### config.mk
export PLATFORM = sky130hd
export DESIGN_NAME = id_branch_ctrl_flat
export DESIGN_NICKNAME = d
export VERILOG_FILES = /design/src/rtl/id_branch_ctrl_pkg.sv /design/src/rtl/id_branch_ctrl_if.sv /design/src/rtl/id_branch_ctrl_branch_gen.sv /design/src/rtl/id_branch_ctrl.sv /design/src/flat_wrapper.sv
export SDC_FILE = /design/constraint.sdc
export NUM_CORES = 1
export LEC_CHECK = 0
export CAP_MARGIN = 20
export CORE_MARGIN = 2
export CORE_UTILIZATION = 51
export DETAILED_ROUTE_END_ITERATION = 10
export DONT_BUFFER_PORTS = 1
export PLACE_DENSITY = 0.76
export SETUP_SLACK_MARGIN = 0.5
export SYNTH_ARGS = -nofsm -noshare
export SYNTH_HDL_FRONTEND = slang
export SYNTH_SLANG_ARGS = --single-unit
export TNS_END_PERCENT = 30
### constraint.sdc
create_clock -name clk -period 4.9 [get_ports clk]
set_input_delay 0.49 -clock clk [delete_from_list [all_inputs] [get_ports clk]]
set_output_delay 0.49 -clock clk [all_outputs]
set_load 0.1 [all_outputs]
### src/rtl/id_branch_ctrl_pkg.sv
// Shared types for the decode-stage branch controller: control-transfer classes,
// target-generation operand selects and the controller state encoding.
package id_branch_ctrl_pkg;

   typedef enum logic [3:0] {
      BrNone = 4'd0,
      BrJal  = 4'd1,
      BrJalr = 4'd2,
      BrBeq  = 4'd3,
      BrBne  = 4'd4,
      BrBlt  = 4'd5,
      BrBge  = 4'd6,
      BrBltu = 4'd7,
      BrBgeu = 4'd8
   } br_type_e;

   localparam logic PcRelative = 1'b0;
   localparam logic RegOffset  = 1'b1;

   typedef enum logic [1:0] {
      StIdle     = 2'd0,
      StWaitOpnd = 2'd1,
      StRedirect = 2'd2
   } br_state_e;

endpackage

### src/rtl/id_branch_ctrl_if.sv
// Decode-stage to branch-controller bus: the ID instruction and operands in,
// stall/redirect/flush controls and statistics out.
interface id_branch_ctrl_if #(
   parameter int unsigned XLEN  = 32,
   parameter int unsigned CNT_W = 32
);
   import id_branch_ctrl_pkg::*;

   logic             id_valid;
   br_type_e         id_br_type;
   logic [XLEN-1:0]  id_pc;
   logic [XLEN-1:0]  id_imm;
   logic [XLEN-1:0]  rs1_data;
   logic [XLEN-1:0]  rs2_data;
   logic             rs1_hazard;
   logic             rs2_hazard;
   logic             ex_stall;
   logic             id_stall;
   logic             pc_redirect;
   logic [XLEN-1:0]  redirect_target;
   logic             flush_ifid;
   logic [XLEN-1:0]  link_pc;
   logic             misalign_exc;
   logic [CNT_W-1:0] branch_cnt;
   logic [CNT_W-1:0] taken_cnt;

   modport master (
      output id_valid, id_br_type, id_pc, id_imm, rs1_data, rs2_data,
             rs1_hazard, rs2_hazard, ex_stall,
      input  id_stall, pc_redirect, redirect_target, flush_ifid, link_pc,
             misalign_exc, branch_cnt, taken_cnt
   );

   modport slave (
      input  id_valid, id_br_type, id_pc, id_imm, rs1_data, rs2_data,
             rs1_hazard, rs2_hazard, ex_stall,
      output id_stall, pc_redirect, redirect_target, flush_ifid, link_pc,
             misalign_exc, branch_cnt, taken_cnt
   );

endinterface

### src/rtl/id_branch_ctrl_branch_gen.sv
// Branch target adder: PC+imm for branches/JAL, rs1+imm with bit 0 cleared for JALR.
module branch_gen
   import id_branch_ctrl_pkg::*;
#(
   parameter int unsigned XLEN = 32
) (
   input  logic            branch_op,
   input  logic [XLEN-1:0] pc,
   input  logic [XLEN-1:0] rs1,
   input  logic [XLEN-1:0] imm,
   output logic [XLEN-1:0] target
);

   logic [XLEN-1:0] sum;

   always_comb begin
      sum    = (branch_op == RegOffset) ? (rs1 + imm) : (pc + imm);
      target = (branch_op == RegOffset) ? {sum[XLEN-1:1], 1'b0} : sum;
   end

endmodule

### src/rtl/id_branch_ctrl.sv
// Decode-stage branch/jump resolution: waits out operand hazards, evaluates the
// condition, then sequences PC redirect + IF/ID flush or a misaligned-target strobe.
module id_branch_ctrl
   import id_branch_ctrl_pkg::*;
#(
   parameter int unsigned XLEN  = 32,
   parameter int unsigned CNT_W = 32
) (
   input  logic          clk,
   input  logic          resetn,
   id_branch_ctrl_if.slave bus
);

   br_state_e        state_q;
   logic             pc_redirect_q;
   logic             flush_ifid_q;
   logic             misalign_q;
   logic [XLEN-1:0]  target_q;
   logic [CNT_W-1:0] branch_cnt_q;
   logic [CNT_W-1:0] taken_cnt_q;

   logic            active, need_rs1, need_rs2, hazard, eval, resolve, taken, aligned;
   logic            branch_op;
   logic [XLEN-1:0] target;

   always_comb begin
      active   = bus.id_valid && (bus.id_br_type != BrNone);
      need_rs1 = (bus.id_br_type != BrJal);
      need_rs2 = (bus.id_br_type != BrJal) && (bus.id_br_type != BrJalr);
      hazard   = (need_rs1 && bus.rs1_hazard) || (need_rs2 && bus.rs2_hazard);
      eval     = active && !bus.ex_stall;
      resolve  = eval && !hazard;
      branch_op = (bus.id_br_type == BrJalr) ? RegOffset : PcRelative;
      unique case (bus.id_br_type)
         BrBeq:   taken = (bus.rs1_data == bus.rs2_data);
         BrBne:   taken = (bus.rs1_data != bus.rs2_data);
         BrBlt:   taken = ($signed(bus.rs1_data) <  $signed(bus.rs2_data));
         BrBge:   taken = ($signed(bus.rs1_data) >= $signed(bus.rs2_data));
         BrBltu:  taken = (bus.rs1_data <  bus.rs2_data);
         BrBgeu:  taken = (bus.rs1_data >= bus.rs2_data);
         BrJal,
         BrJalr:  taken = 1'b1;
         default: taken = 1'b0;
      endcase
      aligned = (target[1:0] == 2'b00);
   end

   branch_gen #(
      .XLEN(XLEN)
   ) u_branch_gen (
      .branch_op(branch_op),
      .pc       (bus.id_pc),
      .rs1      (bus.rs1_data),
      .imm      (bus.id_imm),
      .target   (target)
   );

   always_ff @(posedge clk) begin
      if (!resetn) begin
         state_q       <= StIdle;
         pc_redirect_q <= 1'b0;
         flush_ifid_q  <= 1'b0;
         misalign_q    <= 1'b0;
         target_q      <= '0;
         branch_cnt_q  <= '0;
         taken_cnt_q   <= '0;
      end else begin
         pc_redirect_q <= 1'b0;
         flush_ifid_q  <= 1'b0;
         misalign_q    <= 1'b0;
         unique case (state_q)
            StIdle, StWaitOpnd: begin
               if (resolve) begin
                  state_q      <= StIdle;
                  branch_cnt_q <= branch_cnt_q + CNT_W'(1);
                  if (taken) begin
                     taken_cnt_q <= taken_cnt_q + CNT_W'(1);
                     if (aligned) begin
                        target_q      <= target;
                        pc_redirect_q <= 1'b1;
                        flush_ifid_q  <= 1'b1;
                        state_q       <= StRedirect;
                     end else begin
                        misalign_q <= 1'b1;
                     end
                  end
               end else if (eval) begin
                  state_q <= StWaitOpnd;
               end else if (!active) begin
                  // Instruction vanished while waiting: nothing left to resolve.
                  state_q <= StIdle;
               end
            end
            StRedirect: state_q <= StIdle;
            default:    state_q <= StIdle;
         endcase
      end
   end

   always_comb begin
      unique case (state_q)
         StIdle:     bus.id_stall = eval && hazard;
         StWaitOpnd: bus.id_stall = !resolve;
         default:    bus.id_stall = 1'b0;
      endcase
      bus.pc_redirect     = pc_redirect_q;
      bus.flush_ifid      = flush_ifid_q;
      bus.misalign_exc    = misalign_q;
      bus.redirect_target = target_q;
      bus.branch_cnt      = branch_cnt_q;
      bus.taken_cnt       = taken_cnt_q;
      bus.link_pc         = bus.id_pc + XLEN'(4);
   end

endmodule

### src/flat_wrapper.sv
// flat-port wrapper written by rule: the top's interface ports become plain ports
module id_branch_ctrl_flat import id_branch_ctrl_pkg::*;
#(
   parameter int unsigned XLEN  = 32,
   parameter int unsigned CNT_W = 32
)
  (clk, resetn, bus_id_valid, bus_id_br_type, bus_id_pc, bus_id_imm, bus_rs1_data, bus_rs2_data, bus_rs1_hazard, bus_rs2_hazard, bus_ex_stall, bus_id_stall, bus_pc_redirect, bus_redirect_target, bus_flush_ifid, bus_link_pc, bus_misalign_exc, bus_branch_cnt, bus_taken_cnt);
  id_branch_ctrl_if #(.XLEN(XLEN), .CNT_W(CNT_W)) bus_i ();
  input  logic clk;
  input  logic resetn;
  input wire logic [$bits(bus_i.id_valid)-1:0] bus_id_valid;
  input wire logic [$bits(bus_i.id_br_type)-1:0] bus_id_br_type;
  input wire logic [$bits(bus_i.id_pc)-1:0] bus_id_pc;
  input wire logic [$bits(bus_i.id_imm)-1:0] bus_id_imm;
  input wire logic [$bits(bus_i.rs1_data)-1:0] bus_rs1_data;
  input wire logic [$bits(bus_i.rs2_data)-1:0] bus_rs2_data;
  input wire logic [$bits(bus_i.rs1_hazard)-1:0] bus_rs1_hazard;
  input wire logic [$bits(bus_i.rs2_hazard)-1:0] bus_rs2_hazard;
  input wire logic [$bits(bus_i.ex_stall)-1:0] bus_ex_stall;
  output wire logic [$bits(bus_i.id_stall)-1:0] bus_id_stall;
  output wire logic [$bits(bus_i.pc_redirect)-1:0] bus_pc_redirect;
  output wire logic [$bits(bus_i.redirect_target)-1:0] bus_redirect_target;
  output wire logic [$bits(bus_i.flush_ifid)-1:0] bus_flush_ifid;
  output wire logic [$bits(bus_i.link_pc)-1:0] bus_link_pc;
  output wire logic [$bits(bus_i.misalign_exc)-1:0] bus_misalign_exc;
  output wire logic [$bits(bus_i.branch_cnt)-1:0] bus_branch_cnt;
  output wire logic [$bits(bus_i.taken_cnt)-1:0] bus_taken_cnt;
  assign bus_i.id_valid = bus_id_valid;
  assign bus_i.id_br_type = bus_id_br_type;
  assign bus_i.id_pc = bus_id_pc;
  assign bus_i.id_imm = bus_id_imm;
  assign bus_i.rs1_data = bus_rs1_data;
  assign bus_i.rs2_data = bus_rs2_data;
  assign bus_i.rs1_hazard = bus_rs1_hazard;
  assign bus_i.rs2_hazard = bus_rs2_hazard;
  assign bus_i.ex_stall = bus_ex_stall;
  assign bus_id_stall = bus_i.id_stall;
  assign bus_pc_redirect = bus_i.pc_redirect;
  assign bus_redirect_target = bus_i.redirect_target;
  assign bus_flush_ifid = bus_i.flush_ifid;
  assign bus_link_pc = bus_i.link_pc;
  assign bus_misalign_exc = bus_i.misalign_exc;
  assign bus_branch_cnt = bus_i.branch_cnt;
  assign bus_taken_cnt = bus_i.taken_cnt;
  id_branch_ctrl #(.XLEN(XLEN), .CNT_W(CNT_W)) u_core (.clk(clk), .resetn(resetn), .bus(bus_i));
endmodule
==> flow_metrics.env <==
export IMPL_ctsResizeCount=0
export IMPL_synth_cell_types=67
export IMPL_port_buffers=0
export IMPL_netlist_area_leader_share_pct=26.2
export IMPL_setup_tns_ns=0
export IMPL_maxCapViolCount=0
export IMPL_arrival_ns=4.12
export IMPL_cts_clk_slew_worst_paths_ns=0.07
export IMPL_vias=7178
export IMPL_rows=44
export IMPL_finalCriticalPeriod_ns=3.93
export IMPL_fillers=1341
export IMPL_path_max_fanout=34
export IMPL_min_delay_path_depth=1
export IMPL_fin_nets=1195
export IMPL_hpwlAfterDp_mm=16.6
export IMPL_ys_flop_type="dfxtp_1"
export IMPL_syn_nets=1173
export IMPL_hold_path_end="u_core.bus.taken_cnt[10]"
export IMPL_netlist_top_cells_area="dfxtp_1 26%, ha_1 11%, a21oi_1 5.8%"
export IMPL_grt_max_degree=89
export IMPL_critical_path_required_ns=5.08
export IMPL_clock_path_buffers=2
export IMPL_cellPowerDensity_nw_per_um2=254
export IMPL_ant_nets=0
export IMPL_post_route_cells_drive_above_1_share_pct=14.0
export IMPL_fmax_ghz=0.254
export IMPL_synth_edf_count=0
export IMPL_pre_cts_ws_ns=0.649
export IMPL_worstHoldStart="resetn"
export IMPL_drt_iter0_drc=482
export IMPL_drv_slew=0
export IMPL_cts_sinks=100
export IMPL_r2r_slack_ns=1.60
export IMPL_post_cts_buffers=0
export IMPL_start_util_pct=52.3
export IMPL_p_leak_nw=3.50
export IMPL_ys_ff_latch=100
export IMPL_reg2reg_to="u_core.bus.taken_cnt[31]"
export IMPL_min_period_over_period_pct=80.3
export IMPL_synth_area_um2=7640
export IMPL_tightest_slew_ns=1.19
export IMPL_routedWlPerCell_um=17.8
export IMPL_fin_util_pct=59.3
export IMPL_wl_mm=21.0
export IMPL_rsz0062_at_grt="false"
export IMPL_peakVddDrop_mv=0.215
export IMPL_dieWidth_um=126
export IMPL_grt_pass1_vias=6801
export IMPL_grt_use_total_pct=25.5
export IMPL_hold_viol=0
export IMPL_critPathKind="in -> reg"
export IMPL_via_per_inst=6.09
export IMPL_dieArea_um2=16000
export IMPL_avgSynthCellArea_um2=7.89
export IMPL_cts_tree="built"
export IMPL_gr_total_overflow=0
export IMPL_h_tree_depth=3
export IMPL_drcViolationCount=0
export IMPL_area_growth_pct=13.3
export IMPL_diodes=0
export IMPL_io_pins=270
export IMPL_outcome="finished, final reports clean"
export IMPL_place_congestion=0.952
export IMPL_netlist_instances=968
export IMPL_grt_pass1_wl_mm=33.7
export IMPL_reg2reg_depth=7
export IMPL_first_pass_iters=4
export IMPL_worstSetupEndpointType="flop"
export IMPL_cp_start_kind="primary input"
export IMPL_core_area_um2=14600
export IMPL_ctsHoldBuffers=0
export IMPL_synth_top_area_cell="dfxtp_1"
export IMPL_chipHeight_um=126
export IMPL_antenna_found_initial=0
export IMPL_setup_slack_ns=0.967
export IMPL_cts_root_buf="clkbuf_16"
export IMPL_worstReg2RegStart="u_core.bus.taken_cnt[8]"
export IMPL_synthArstFlopShare_pct=0
export IMPL_synth_warnings=0
export IMPL_max_slew_margin_pct=20.3
export IMPL_finalSetupViolations=0
export IMPL_cts_buffers=9
export IMPL_clkLatencyLatePin_ns=0.34
export IMPL_finalClockSkew_ns=0.00718
export IMPL_hold_class="in -> reg"
export IMPL_yosysSeqAreaShare_pct=26.2
cell usage after synthesis (9+ instances only):
cell type,count
clkbuf_1,22
a21o_1,18
nor3_1,9
ha_1,66
nand4_1,23
o21ai_0,36
o21a_1,12
and3_1,27
or3_1,26
nand3_1,44
a21oi_1,89
mux2_2,30
o31ai_1,10
nand2_1,112
dfxtp_1,100
xnor2_1,44
xor2_1,38
nor2_1,65
a211oi_1,11
inv_1,54
worst max-delay path, stage by stage:
cell and delay, ns:
inv_1 0.06, nor4_4 0.27, buf_12 0.24, mux2_2 0.37
ha_1 0.22, fa_1 0.43, a211oi_1 0.25, nor2_1 0.12
o21a_1 0.23, a41oi_1 0.37, a21oi_1 0.13, or3_1 0.40
a311o_1 0.36, nand3_1 0.08, a21oi_1 0.06
where the power goes:
part	total [mW]	internal, mW	switching, mW	leakage (nW)
logic	0.544	0.196	0.348	2.53
clock network	0.825	0.516	0.309	0.170
registers	0.831	0.815	0.0159	0.806
worst max path at each step:
| stage | from | end | slack [ns] | cells past startpoint |
|---|---|---|---|---|
| after global routing | bus_id_br_type[1] | u_core.bus.redirect_target[24] | 0.76 | 15 |
| after global placement | bus_id_br_type[1] | u_core.bus.redirect_target[22] | 0.72 | 15 |
| after detailed placement | bus_id_br_type[1] | u_core.bus.redirect_target[22] | 0.65 | 15 |
| after floorplan | bus_id_br_type[3] | u_core.bus.redirect_target[22] | 0.53 | 15 |
| after CTS | bus_id_br_type[1] | u_core.bus.redirect_target[22] | 1.0 | 15 |
| final | bus_id_br_type[1] | u_core.bus.redirect_target[22] | 0.97 | 15 |
metal layers:
metal | GRT usage (%) | up-vias | part of all wire [%]
met5 | 0 | - | 0
met4 | 8.21 | 0 | 2.9
met3 | 8.01 | 45 | 7.7
met2 | 41.5 | 251 | 46
met1 | 32.2 | 3338 | 44
li1 | - | 3544 | -
stage by stage:
stage	power (mW)	instance area, µm²	hold slack, ns	cells
4_1_cts	2.22	8640	0.252	1178
5_1_grt	2.30	8650	0.256	1179
6_report	2.20	8650	0.266	1179
3_5_place_dp	1.39	8290	0.533	1162
3_3_place_gp	1.38	8290	0.529	1162
2_1_floorplan	1.29	7650	0.484	968
cells in the final DEF, fill, tap and decap left out, types with 26 or more instances in the layout:
cell,count
a21oi_1,88
and3_1,27
buf_4,46
dfxtp_1,99
ha_1,66
inv_1,54
mux2_2,30
nand2_1,112
nand3_1,44
nor2_1,65
o21ai_0,36
or3_1,26
xor2_1,31
sequential cells by signal (all words and copies together) (netlist names):
| name | cells |
|---|---|
| u_core.state_q | 2 |
| u_core.bus.redirect_target | 32 |
| u_core.bus.pc_redirect | 1 |
| u_core.bus.taken_cnt | 32 |
| u_core.bus.branch_cnt | 32 |
| u_core.bus.misalign_exc | 1 |
final cells by class:
| type | instances | area, µm² | area share [%] |
|---|---|---|---|
| clock inverters | 5 | 108 | 1.24 |
| clock buffers | 11 | 243 | 2.81 |
| inverters | 55 | 206 | 2.39 |
| flip-flops and latches | 100 | 2000 | 23.2 |
| multi-input cells | 777 | 5500 | 63.5 |
| repair buffers | 47 | 365 | 4.22 |
| well taps | 184 | 230 | 2.66 |
cells by family (layout without fill, tap and decap cells):
kind of cell    count (synthesis)  after routing  synth area share (%)
simple gates                  360            360                  23.6
compound gates                235            235                  20.1
flops                         100            100                  26.2
buf+inv                        91            118                  4.85
xor+xnor                       82             82                  9.41
fa+ha+maj                      67             67                  11.1
mux                            33             33                  4.82
No activity file was read; power rests on OpenSTA's default activity.
